==> src/rtl/lsu_ctrl.sv <==
// lsu_ctrl: load/store controller between the MEM stage and the unified memory data port.
// Accepts one request at a time, drives the memory's data-side signals and returns a
// registered response. Misaligned half/word accesses are either split into byte beats
// (LSU_MISALIGN_EN defined) or rejected with rsp_err (LSU_MISALIGN_EN undefined).
module lsu_ctrl #(
    parameter int ADDR_W = 32
) (
    input  logic              clk,
    input  logic              rstn,
    input  logic              req_valid,
    output logic              req_ready,
    input  logic              req_we,
    input  logic [ADDR_W-1:0] req_addr,
    input  logic [31:0]       req_wdata,
    input  logic [2:0]        req_type,
    output logic              rsp_valid,
    output logic [31:0]       rsp_rdata,
    output logic              rsp_split,
    output logic              rsp_err,
    output logic              DMWr,
    output logic              DMRd,
    output logic [ADDR_W-1:0] dm_addr,
    output logic [31:0]       dm_din,
    output logic [2:0]        DMType,
    input  logic [31:0]       dm_dout
);

    typedef enum logic [1:0] {IDLE, ACCESS, RESP} state_t;

    state_t            state_reg, state_next;
    logic              we_reg;
    logic [31:0]       wdata_reg;
    logic [2:0]        type_reg;
    logic              split_reg;
    logic              err_reg;
    logic [2:0]        nbytes_reg;
    logic [2:0]        cnt_reg;
    logic [31:0]       data_reg;
    logic [ADDR_W-1:0] dm_addr_reg;
    logic [31:0]       dm_din_reg;
    logic [2:0]        dm_type_reg;

    logic is_half, is_byte, is_word, misaligned, split_now, reject_now, last_beat;
    logic [1:0] cnt_inc;

    // Decode the incoming request: access size, misalignment and split/reject decision
    always_comb begin
        is_half    = (req_type == 3'b001) || (req_type == 3'b010);
        is_byte    = (req_type == 3'b011) || (req_type == 3'b100);
        is_word    = !is_half && !is_byte;
        misaligned = (is_half && req_addr[0]) || (is_word && (req_addr[1:0] != 2'b00));
`ifdef LSU_MISALIGN_EN
        split_now  = misaligned;
        reject_now = 1'b0;
`else
        split_now  = 1'b0;
        reject_now = misaligned;
`endif
        last_beat  = !split_reg || (cnt_reg == (nbytes_reg - 3'd1));
        cnt_inc    = cnt_reg[1:0] + 2'd1;
    end

    // State register
    always_ff @(posedge clk or negedge rstn) begin
        if (!rstn) state_reg <= IDLE;
        else       state_reg <= state_next;
    end

    // Next-state logic: rejected requests bypass ACCESS, split ones stay for nbytes beats
    always_comb begin
        state_next = state_reg;
        case (state_reg)
            IDLE:    if (req_valid) state_next = reject_now ? RESP : ACCESS;
            ACCESS:  if (last_beat) state_next = RESP;
            RESP:    state_next = IDLE;
            default: state_next = IDLE;
        endcase
    end

    // Request latch, memory-side address/data/type registers and load data assembly
    always_ff @(posedge clk or negedge rstn) begin
        if (!rstn) begin
            we_reg      <= 1'b0;
            wdata_reg   <= '0;
            type_reg    <= '0;
            split_reg   <= 1'b0;
            err_reg     <= 1'b0;
            nbytes_reg  <= '0;
            cnt_reg     <= '0;
            data_reg    <= '0;
            dm_addr_reg <= '0;
            dm_din_reg  <= '0;
            dm_type_reg <= '0;
        end else begin
            case (state_reg)
                IDLE: begin
                    if (req_valid) begin
                        we_reg     <= req_we;
                        wdata_reg  <= req_wdata;
                        type_reg   <= req_type;
                        split_reg  <= split_now;
                        err_reg    <= reject_now;
                        nbytes_reg <= is_word ? 3'd4 : 3'd2;
                        cnt_reg    <= '0;
                        data_reg   <= '0;
                        // A rejected request leaves the memory-side registers untouched
                        if (!reject_now) begin
                            dm_addr_reg <= req_addr;
                            if (split_now) begin
                                dm_type_reg <= req_we ? 3'b011 : 3'b100;
                                dm_din_reg  <= {24'b0, req_wdata[7:0]};
                            end else begin
                                dm_type_reg <= req_type;
                                dm_din_reg  <= req_wdata;
                            end
                        end
                    end
                end
                ACCESS: begin
                    if (split_reg) begin
                        if (!we_reg) data_reg[{cnt_reg[1:0], 3'b000} +: 8] <= dm_dout[7:0];
                        cnt_reg <= cnt_reg + 3'd1;
                        // Set up the next byte beat; address wraps modulo 2^ADDR_W
                        if (!last_beat) begin
                            dm_addr_reg <= dm_addr_reg + {{(ADDR_W-1){1'b0}}, 1'b1};
                            dm_din_reg  <= {24'b0, wdata_reg[{cnt_inc, 3'b000} +: 8]};
                        end
                    end else if (!we_reg) begin
                        data_reg <= dm_dout;
                    end
                end
                default: ;
            endcase
        end
    end

    // Response data: extend the captured/assembled bytes according to the access type
    always_comb begin
        rsp_rdata = '0;
        if (state_reg == RESP && !we_reg && !err_reg) begin
            case (type_reg)
                3'b001:  rsp_rdata = {{16{data_reg[15]}}, data_reg[15:0]};
                3'b010:  rsp_rdata = {16'b0, data_reg[15:0]};
                3'b011:  rsp_rdata = {{24{data_reg[7]}}, data_reg[7:0]};
                3'b100:  rsp_rdata = {24'b0, data_reg[7:0]};
                default: rsp_rdata = data_reg;
            endcase
        end
    end

    // Strobes derive from the state register so an async reset drops them at once
    assign req_ready = (state_reg == IDLE);
    assign rsp_valid = (state_reg == RESP);
    assign rsp_split = (state_reg == RESP) && split_reg;
    assign rsp_err   = (state_reg == RESP) && err_reg;
    assign DMWr      = (state_reg == ACCESS) && we_reg;
    assign DMRd      = (state_reg == ACCESS) && !we_reg;
    assign dm_addr   = dm_addr_reg;
    assign dm_din    = dm_din_reg;
    assign DMType    = dm_type_reg;

endmodule

==> config.mk <==
export PLATFORM = sky130hd
export DESIGN_NAME = lsu_ctrl
export DESIGN_NICKNAME = d
export VERILOG_FILES = /design/src/rtl/lsu_ctrl.sv
export SDC_FILE = /design/constraint.sdc
export NUM_CORES = 1
export LEC_CHECK = 0
export BUFFER_PORTS_ARGS = -buffer_cell sky130_fd_sc_hd__buf_2
export CORE_UTILIZATION = 40
export DETAILED_ROUTE_END_ITERATION = 10
export PLACE_DENSITY_LB_ADDON = 0.3
export SLEW_MARGIN = 15
export SYNTH_ARGS = -nofsm -noshare
export SYNTH_HDL_FRONTEND = slang
export SYNTH_SLANG_ARGS = --single-unit
==> constraint.sdc <==
create_clock -name clk -period 3.45 [get_ports clk]
set_input_delay 0.345 -clock clk [delete_from_list [all_inputs] [get_ports clk]]
set_output_delay 0.345 -clock clk [all_outputs]
set_load 0.05 [all_outputs]
==> results_dict.tcl <==
set metrics [dict create \
    first_iter_violations 230 \
    seq_area_frac_synth_pct 58.5 \
    drv_slew 0 \
    worstMarginPinSlew_ns 1.12 \
    power.share.clock_pct 19.1 \
    endpoint_kind "output port" \
    cts_root_buf "clkbuf_16" \
    rr_startpoint "state_reg[1]" \
    setup_viol 0 \
    die_w_um 108 \
    cts.repair.resized 0 \
    power.leakage_uw 0.00299 \
    combinationalPowerShare_pct 44.4 \
    outcome "completed" \
    fillers 974 \
    layout_commonest_cell "buf_2" \
    final.setup.tns_ns 0 \
    setup.worst_path.start "state_reg[0]" \
    htree_levels 3 \
    firstDrtPassIters 4 \
    final_cells 696 \
    avgSynthCellArea_um2 12.9 \
    clock_latency_ns 0.35 \
    skew_ns 0.00910 \
    syn_nets 454 \
    final_core_util_pct 54.4 \
    core-area_um2 10900 \
    seq_power_share_pct 36.4 \
    fp.dieArea_um2 11800 \
    viasPerCell 5.03 \
    dp_slack_ns 1.04 \
    overflow 0 \
    synth.distinct_cells 34 \
    relSlewSlack_pct 24.6 \
    critical-path-max-stage-delay_ns 0.47 \
    route.vias.total 3504 \
    slowest_stage "o21ai_1" \
    ys_warn_count 0 \
    ys_ff_latch 106 \
    clk_pin_slew_ns 0.06 \
    synthFlopType "dfrtp_1" \
    antenna_found_initial 0 \
    netlist_area_um2 4530 \
    grt.total_usage_pct 19.2 \
    min_period_ns 2.78 \
    rsz0062_at_grt "no" \
    synth_cells 351 \
    p_per_area_nw_per_um2 830 \
    ios 208 \
    portBuffers 206 \
    required_ns 3.11 \
    die_h_um 108 \
    place.gp.congestion 0.780 \
    hold_buffers 0 \
    cts_tree "built" \
    row_count 38 \
    ir_worst_vdd_uv 641 \
    drc_errors 0 \
    switching_share_pct 44.6 \
    crit_family "compound AO/OA/AOI/OAI gates" \
    post-route-period-util_pct 80.5 \
    grt_pass1_wl_um 17100 \
    clock_path_buffers 2 \
    async_reset_ff_share_pct 100 \
    wl_per_cell_um 15.8 \
    area_growth_pct 31.3 \
    fmax_mhz 360 \
    num_antenna_cells 0 \
    start_util_pct 41.5 \
    hpwl_um 7820 \
    cts_inserted_buffers 9 \
    drive_gt1_share_pct 53.8 \
    switchingPower_uw 2200 \
    worstSetupPathType "reg -> out" \
    routed_wl_um 11000 \
    crit_path_cell_trace "and2b_1 > nor3b_4 > o21ai_1 > a21oi_1 > buf_2" \
    cp_max_fo 16 \
    antenna_left 0 \
    max-cap-violations 0 \
    power_uw 4940 \
    arrival_ns 2.43 \
    hold_path.class "in -> async" \
    synth-edff-count 0 \
    internal_power_uw 2740 \
    grt_pass1_vias 3391 \
    setup_slack_ns 0.673 \
    grt_max_degree 107 \
    cts_num_sinks 106 \
    worst-path-buf-inv 1 \
    start_kind "register" \
    mostFrequentLayoutCells "buf_2, dfrtp_1, mux2_2" \
    hold_violations 0 \
    place_inst 680 \
    cts_setup_buffers 0 \
    nNetsFinal 654 \
]
==> power groups by stage <==
stage	combinational (µW)	clock [µW]	sequential, µW
after floorplan	714	0	2760
after global placement	2190	0	1800
after detailed placement	2210	0	1810
after CTS	2210	979	1810
after global routing	2310	1020	1840
final	2200	946	1800
==> cells in the mapped netlist, types with 2 or more instances <==
library cell | count | area share (%)
and2_1 | 10 | 1.4
nand2_1 | 30 | 2.5
clkbuf_1 | 9 | 0.75
a21oi_1 | 25 | 2.8
nor3_1 | 8 | 0.88
buf_2 | 4 | 0.44
buf_1 | 2 | 0.17
mux2_2 | 46 | 11
nor2_1 | 11 | 0.91
buf_4 | 5 | 0.83
o21ai_0 | 17 | 1.9
nor3b_1 | 2 | 0.33
nand3_1 | 2 | 0.22
nand2b_1 | 2 | 0.28
dfrtp_1 | 106 | 59
mux2_4 | 20 | 6.6
a22o_1 | 32 | 6.2
inv_1 | 3 | 0.25
buf_8 | 2 | 0.66
==> routing by layer <==
layer  wire length (µm)  GRT usage, %
met5                  0             0
met4                126          5.12
met3                992          7.41
met2               5060          29.3
met1               4790          25.4
==> cells by family (layout without fill, tap and decap cells) <==
kind of cell	count (synthesis)	in the layout	share of synthesized area [%]
simple gates	70	70	7.67
xor+xnor	1	1	0.193
mux	66	66	18.1
other cells	1	1	0.0827
buf+inv	27	232	3.42
compound gates	80	80	12.1
flops	106	106	58.5
==> path summary, 6_finish.rpt <==
path                                 end  slack [ns]  cells after the start
hold reg to reg              data_reg[5]        0.49                      1
min in group clk                  we_reg        0.19                      3
setup / recovery           rsp_rdata[21]        0.67                      5
max in group asynchronous   data_reg[25]        2.96                      2
hold / removal                dm_din[29]        0.03                      2
setup reg to reg               dm_din[5]        1.44                      5
==> area by class of cell <==
type / count / area (µm²) / share of cell area [%]
Sequential cell: 106 / 2650 / 44.6
Tap cell: 140 / 175 / 2.94
Timing Repair Buffer: 212 / 1100 / 18.5
Multi-Input combinational cell: 218 / 1730 / 29.1
Inverter: 4 / 15.0 / 0.252
Clock buffer: 11 / 243 / 4.08
Clock inverter: 5 / 30.0 / 0.504
==> per-stage QoR <==
| step | hold WS, ns | cell area, µm² |
|---|---|---|
| after floorplan | 0.0494 | 4530 |
| after detailed placement | 0.458 | 5680 |
| after global routing | 0.114 | 5950 |
| after global placement | 0.457 | 5680 |
| final | 0.0315 | 5950 |
| after CTS | 0.0859 | 5950 |
(Power assumes the default switching activity.)
